## config.mk

```make
export PLATFORM = sky130hd
export DESIGN_NAME = kamus_lsu
export DESIGN_NICKNAME = d
export VERILOG_FILES = /design/src/rtl/kamus_lsu.sv
export SDC_FILE = /design/constraint.sdc
export NUM_CORES = 1
export LEC_CHECK = 0
export ABC_CLOCK_PERIOD_IN_PS = 2250
export BUFFER_PORTS_ARGS = -buffer_cell sky130_fd_sc_hd__buf_4
export CORE_MARGIN = 4
export CORE_UTILIZATION = 49
export CTS_CLUSTER_DIAMETER = 100
export DETAILED_ROUTE_END_ITERATION = 8
export PLACE_DENSITY = 0.8
export SKIP_LAST_GASP = 1
export SYNTH_ARGS = -nofsm -noshare
export SYNTH_HDL_FRONTEND = slang
export SYNTH_SLANG_ARGS = --single-unit
```

## constraint.sdc

```tcl
create_clock -name clk_i -period 2.25 [get_ports clk_i]
set_clock_uncertainty 0.05 [all_clocks]
set_input_delay 0 -clock clk_i [delete_from_list [all_inputs] [get_ports clk_i]]
set_output_delay 0 -clock clk_i [all_outputs]
set_load 0.05 [all_outputs]
```

## src/rtl/kamus_lsu.sv

```systemverilog
// Load/store unit: single-outstanding L1D access over a req/gnt/rvalid port,
// with store lane alignment, load extension and an abort timer.
module kamus_lsu #(
    parameter int ADDR_W  = 32,
    parameter int DATA_W  = 32,
    parameter int TIMEOUT = 255
) (
    input  logic              clk_i,
    input  logic              rst_ni,
    input  logic              mem_req_i,
    input  logic              l1d_wr_en_i,
    input  logic [2:0]        funct3_i,
    input  logic [ADDR_W-1:0] addr_i,
    input  logic [DATA_W-1:0] wdata_i,
    output logic              stall_o,
    output logic              done_o,
    output logic [DATA_W-1:0] rdata_o,
    output logic              misalign_o,
    output logic              timeout_o,
    output logic              dmem_req_o,
    output logic              dmem_we_o,
    output logic [ADDR_W-1:0] dmem_addr_o,
    output logic [3:0]        dmem_be_o,
    output logic [DATA_W-1:0] dmem_wdata_o,
    input  logic              dmem_gnt_i,
    input  logic              dmem_rvalid_i,
    input  logic [DATA_W-1:0] dmem_rdata_i
);
    typedef enum logic [1:0] {IDLE, REQ, WAIT, DONE} state_t;

    state_t      state;
    logic [7:0]  cnt;
    logic [2:0]  f3_q;
    logic [1:0]  off_q;
    logic        legal;
    logic [3:0]  be_n;
    logic [31:0] wdata_n;
    logic [31:0] ld_word;
    logic [31:0] ld_ext;
    logic        cnt_last;

    assign cnt_last = (cnt == 8'(TIMEOUT - 1));

    always_comb begin
        legal   = 1'b0;
        be_n    = 4'b0000;
        wdata_n = wdata_i;
        case (funct3_i)
            3'b000, 3'b100: begin
                legal   = 1'b1;
                be_n    = 4'b0001 << addr_i[1:0];
                wdata_n = {4{wdata_i[7:0]}};
            end
            3'b001, 3'b101: begin
                legal   = ~addr_i[0];
                be_n    = 4'b0011 << {addr_i[1], 1'b0};
                wdata_n = {2{wdata_i[15:0]}};
            end
            3'b010: begin
                legal = (addr_i[1:0] == 2'b00);
                be_n  = 4'b1111;
            end
            default: legal = 1'b0;
        endcase
    end

    // Extension uses the offset latched at accept time, not the live address.
    always_comb begin
        ld_word = dmem_rdata_i >> {off_q, 3'b000};
        case (f3_q)
            3'b000:  ld_ext = {{24{ld_word[7]}}, ld_word[7:0]};
            3'b100:  ld_ext = {24'b0, ld_word[7:0]};
            3'b001:  ld_ext = {{16{ld_word[15]}}, ld_word[15:0]};
            3'b101:  ld_ext = {16'b0, ld_word[15:0]};
            default: ld_ext = dmem_rdata_i;
        endcase
    end

    assign stall_o = ((state == IDLE) & mem_req_i & legal) | (state == REQ) | (state == WAIT);

    always_ff @(posedge clk_i or negedge rst_ni) begin
        if (!rst_ni) begin
            state        <= IDLE;
            cnt          <= '0;
            f3_q         <= '0;
            off_q        <= '0;
            done_o       <= 1'b0;
            rdata_o      <= '0;
            misalign_o   <= 1'b0;
            timeout_o    <= 1'b0;
            dmem_req_o   <= 1'b0;
            dmem_we_o    <= 1'b0;
            dmem_addr_o  <= '0;
            dmem_be_o    <= '0;
            dmem_wdata_o <= '0;
        end else begin
            done_o     <= 1'b0;
            misalign_o <= 1'b0;
            timeout_o  <= 1'b0;
            case (state)
                IDLE: begin
                    cnt <= '0;
                    if (mem_req_i) begin
                        if (legal) begin
                            state        <= REQ;
                            f3_q         <= funct3_i;
                            off_q        <= addr_i[1:0];
                            dmem_req_o   <= 1'b1;
                            dmem_we_o    <= l1d_wr_en_i;
                            dmem_addr_o  <= {addr_i[ADDR_W-1:2], 2'b00};
                            dmem_be_o    <= be_n;
                            dmem_wdata_o <= wdata_n;
                        end else begin
                            misalign_o <= 1'b1;
                        end
                    end
                end
                REQ: begin
                    if (dmem_gnt_i) begin
                        dmem_req_o <= 1'b0;
                        cnt        <= '0;
                        if (dmem_rvalid_i) begin
                            state  <= DONE;
                            done_o <= 1'b1;
                            if (!dmem_we_o) rdata_o <= ld_ext;
                        end else begin
                            state <= WAIT;
                        end
                    end else if (cnt_last) begin
                        dmem_req_o <= 1'b0;
                        cnt        <= '0;
                        state      <= DONE;
                        timeout_o  <= 1'b1;
                    end else begin
                        cnt <= cnt + 8'd1;
                    end
                end
                WAIT: begin
                    if (dmem_rvalid_i) begin
                        cnt    <= '0;
                        state  <= DONE;
                        done_o <= 1'b1;
                        if (!dmem_we_o) rdata_o <= ld_ext;
                    end else if (cnt_last) begin
                        cnt       <= '0;
                        state     <= DONE;
                        timeout_o <= 1'b1;
                    end else begin
                        cnt <= cnt + 8'd1;
                    end
                end
                default: begin
                    cnt   <= '0;
                    state <= IDLE;
                end
            endcase
        end
    end
endmodule

```

# == Word level (Yosys, flattened, before mapping) ==
# Index checks and enable logic that the tools add are counted.
# op_classes
addsub,1
n_eq_ne,14
n_shift,3
mux,34
n_bitwise,5
n_reduce_logical,12
# ops
operator,count
$pmux W32 S2,2
$pmux W32 S4,1
$mux W32,3
$shr A32 B5 Y16,1
$mux W8,3
$pmux W8 S2,1
$mux W1,13
$eq A3 B3 Y1 const B,4
$pmux W4 S3,1
$mux W2,5
$add A8 B1 Y8 const B,1
$eq A8 B8 Y1 const B,1
$eq A3 B1 Y1 const B,2
$logic_not A3 Y1,2
$ne A2 B2 Y1 const B,3
$pmux W1 S2,3
$pmux W2 S3,1
$logic_not A2 Y1,2
$reduce_and A2 Y1,2
$reduce_and A4 Y1,1
$reduce_bool A2 Y1,2
$reduce_or A2 Y1,2
$shl A1 B2 Y4 const A,1
$shl A2 B2 Y4 const A,1
9 further kinds,11
# word_totals
register_bits,118
input_bits,105
output_inout_bits,106
word_cells,82

# == Depth between registers and ports, before layout ==
# logic_depth
word_depth,6
ltp_mapped,8
ltp_nobuf,6

# == Least setup slack after synthesis ==
# No wires, ideal clock.
# synth_path
path_kind,flip-flop to flip-flop
startpoint,reg state[1]
endpoint,reg rdata_o[21]
setup_time_ns,0.069
arrival_time_ns,1.948
required_ns,2.131
path_slack_ns,0.183
stages_incl_launch_ff,9
n_path_buf,2
synth_period_minus_slack_ns,2.067
cell_sequence,dfrtp_1 > inv_1 > ha_1 > nor2b_4 > or3_1 > buf_2 > a2111o_1 > buf_6 > nand3_1
# synth_between
elab_chain_cells,3
word_cells_on_any_way,6
classes_between,eq/ne: 3; mux: 1; reduce/logical: 2
# synth_rtl
element,line_no,text
"start, declared",31,state_t state;
"start signal, assigned",83,state <= IDLE;
"start signal, assigned",105,state <= REQ;
"start signal, assigned",123,state <= DONE;
$eq A2 B1 Y1 / $eq A2 B2 Y1 (equally long branches),100,case (state)
$ne A2 B2 Y1 (no source line) / $reduce_bool A2 Y1 (equally long branches),-,
$reduce_and A2 Y1 (no source line),-,
"end signal, assigned",125,if (!dmem_we_o) rdata_o <= ld_ext;
"end signal, assigned",143,if (!dmem_we_o) rdata_o <= ld_ext;
"end, declared",17,"output logic [DATA_W-1:0] rdata_o,"
# Parallel ways exist; a longest one is shown, timed or not.
# A chain may end at the register's enable or synchronous reset.

# == Worst setup path after layout ==
# layout_path
startpoint,reg state[1]
endpoint,reg rdata_o[30]
# Same word-level chain as after synthesis.

==> results_dict.tcl <==
set metrics [dict create \
    cell_internal_pwr_mw 7.324 \
    synth_edf_count 0 \
    relSlewSlack_pct 57.54 \
    fp.dieW_um 114.3 \
    die_h_um 114.3 \
    status "finished clean" \
    synth_top_area_cell "dfrtp_1" \
    ant_nets 0 \
    rows 38 \
    gp_congestion 0.9107 \
    stdcell_count 999 \
    synth_seq_area_share_pct 53.32 \
    dp.cells 857 \
    max-vdd-ir-drop_mv 1.217 \
    cp.arrival_ns 2.52 \
    postSynth.asyncResetShare_pct 100.0 \
    timing.final.crit_share_pct 98.96 \
    firstDrtPassIters 5 \
    p_seq_share_pct 26.6 \
    cts-root-buf "clkbuf_16" \
    hold_viol_final 0 \
    wl_per_cell_um 19.70 \
    design.core.area_um2 10940 \
    area_delta_synth_final_pct 62.61 \
    leakage_nw 4.308 \
    critPathCaptureType "flop" \
    numCtsBuffers 17 \
    rsz0062_at_grt "true" \
    min_period_ns 2.227 \
    p_comb_share_pct 53.2 \
    final_area_um2 9005 \
    synthFlopType "dfrtp_1" \
    synth_area_leaders "dfrtp_1, mux2_1, mux2i_1, o21ai_0, nand2_1" \
    via_count 5518 \
    netSwitchingFraction_pct 48.35 \
    syn-mean-instance-area_um2 10.41 \
    synth.top_cell.area_share_pct 53.32 \
    post-cts-setup-buffers 0 \
    fmax_ghz 0.4491 \
    port_buffers 208 \
    postLayoutSetupSlackWorst_ns 0.02330 \
    utilization_pct 82.35 \
    clockBufferDepth 2 \
    yosys_register_bits 118 \
    clk_pin_slew_ns 0.06 \
    worst_slew_pin_slew_ns 0.6362 \
    n_fill_cell 590 \
    routed_wl_um 19690 \
    crit_type "reg2reg" \
    final_cell_mix "buf_4, dfrtp_1, dlygate4sd3_1" \
    reg2reg_depth 6 \
    start_util_pct 50.64 \
    final_nets 957 \
    grt_pass1_vias 5951 \
    viasPerCell 5.524 \
    grt.total_usage_pct 30.47 \
    antennaDiodeCount 0 \
    ctsHtreeMaxLevel 4 \
    slew_viol_final 0 \
    drive_above_1_share_pct 30.85 \
    cts_tree "built" \
    grt_max_degree 53 \
    crit_path_max_fanout 8 \
    clock_latency_ns 0.42 \
    placed_cell_area_um2 7262 \
    power.switching_mw 6.857 \
    dp_hpwl_um 11930 \
    syn_area_um2 5538 \
    min_path_cells 3 \
    drc 0 \
    dp_slack_ns 0.01797 \
    pin_count 211 \
    grt_pass1_wl_um 30750 \
    cp.required_ns 2.54 \
    syn_inst 532 \
    antenna_found_initial 0 \
    setup-violations-final 0 \
    synthDistinctLibCells 45 \
    die-area_um2 13070 \
    grt-ovfl-total 0 \
    p_clk_share_pct 20.2 \
    min_path_type "in2reg" \
    synth_warnings 0 \
    cts.sinks 118 \
    p_per_area_nw_per_um2 1575 \
    drtIter0Drc 402 \
    drv_cap 0 \
    final_common_cell "buf_4" \
    start_kind "flop" \
]
[cells by family after synthesis]
| kind of cell | Yosys count | synth area share, % |
|---|---|---|
| and+or+nand+nor | 183 | 15.61 |
| DFF | 118 | 53.32 |
| AOI/OAI and AO/OA | 96 | 9.874 |
| muxes | 78 | 15.32 |
| buffers and inverters | 44 | 3.502 |
| adders and majority gates | 6 | 1.356 |
| xor gates and xnor gates | 6 | 0.9489 |
| other | 1 | 0.06772 |
[worst max-delay path, cell delays in order, from the launching register on]
cell and delay, ns:
dfrtp_1 0.40, inv_1 0.10, ha_1 0.24, nor2b_4 0.16, or3_1 0.48, a2111o_2 0.57, nand3_1 0.14
[final timing paths]
| path | startpoint | end | slack (ns) |
|---|---|---|---|
| worst min register to register | dmem_be_o[1] | dmem_be_o[1] | 0.44 |
| max in group asynchronous | rst_ni | dmem_wdata_o[14] | 1.27 |
| worst max register to register | state[1] | rdata_o[30] | 0.02 |
| worst max-delay path | state[1] | rdata_o[30] | 0.02 |
| min in group asynchronous | rst_ni | rdata_o[11] | 0.08 |
| worst min-delay path | funct3_i[1] | dmem_wdata_o[26] | 0.02 |
[state kept, by name (all words and copies together) (netlist names)]
| register | cells |
|---|---|
| dmem_be_o | 4 |
| f3_q | 3 |
| dmem_req_o | 1 |
| done_o | 1 |
| off_q | 2 |
| rdata_o | 32 |
| misalign_o | 1 |
| dmem_addr_o | 30 |
| dmem_we_o | 1 |
| state | 2 |
| cnt | 8 |
| timeout_o | 1 |
| dmem_wdata_o | 32 |
[final cells by class]
cell class | count | area, um^2 | share of cell area, %
Clock buffer | 19 | 442.9 | 4.919
Tap cell | 140 | 175.2 | 1.945
Clock inverter | 13 | 180.2 | 2.001
Multi-Input combinational cell | 372 | 2440 | 27.09
Sequential cell | 118 | 2953 | 32.79
Timing Repair Buffer | 330 | 2788 | 30.96
Inverter | 7 | 26.28 | 0.2918
[synth_stat cells (2+ instances only)]
cell / n
a31oi_1: 3
buf_1: 4
a211oi_1: 8
nor3_1: 3
nor2_1: 41
mux2_2: 5
nand3_1: 35
o21ai_0: 52
mux2_1: 39
nand2b_1: 8
inv_1: 7
ha_1: 6
nor3b_1: 9
mux2i_1: 33
nand2_1: 65
buf_4: 2
dfrtp_1: 118
xor2_1: 5
clkbuf_1: 19
nand4_1: 2
buf_2: 11
a221oi_1: 2
nor2b_1: 6
and2_1: 6
a22o_1: 2
a21oi_1: 22
[metal layers]
layer | track usage, % | vias up | wire length (um)
met4 | 13.86 | 0 | 730
li1 | - | 2470 | -
met2 | 53.83 | 310 | 10290
met1 | 34.14 | 2677 | 7031
met3 | 8.457 | 61 | 1628
met5 | 0 | - | 0
[timing repair]
| action | CTS | global route |
|---|---|---|
| resized for setup | 0 | 3 |
| hold buffers | 109 | 0 |
| setup endpoints to repair | 0 | 25 |
| endpoints found under the hold margin | 199 | 0 |
[power groups by stage]
stage | Clock, mW | Combinational (mW) | Sequential (mW)
floorplan | 0 | 1.88 | 6.65
finish | 2.87 | 7.54 | 3.77
global route | 3.00 | 7.90 | 3.88
detailed placement | 0 | 7.19 | 3.73
global placement | 0 | 7.03 | 3.67
CTS | 2.87 | 7.39 | 3.72
[metrics by stage]
step	power [mW]	hold slack, ns	TNS (ns)
global route	14.78	0.009864	-0.01038
CTS	13.98	0.002783	0
global placement	10.70	-0.04504	0
floorplan	8.528	-0.3456	0
finish	14.18	0.01771	0
detailed placement	10.92	-0.02771	0
Power figures use the tool's default switching activity.
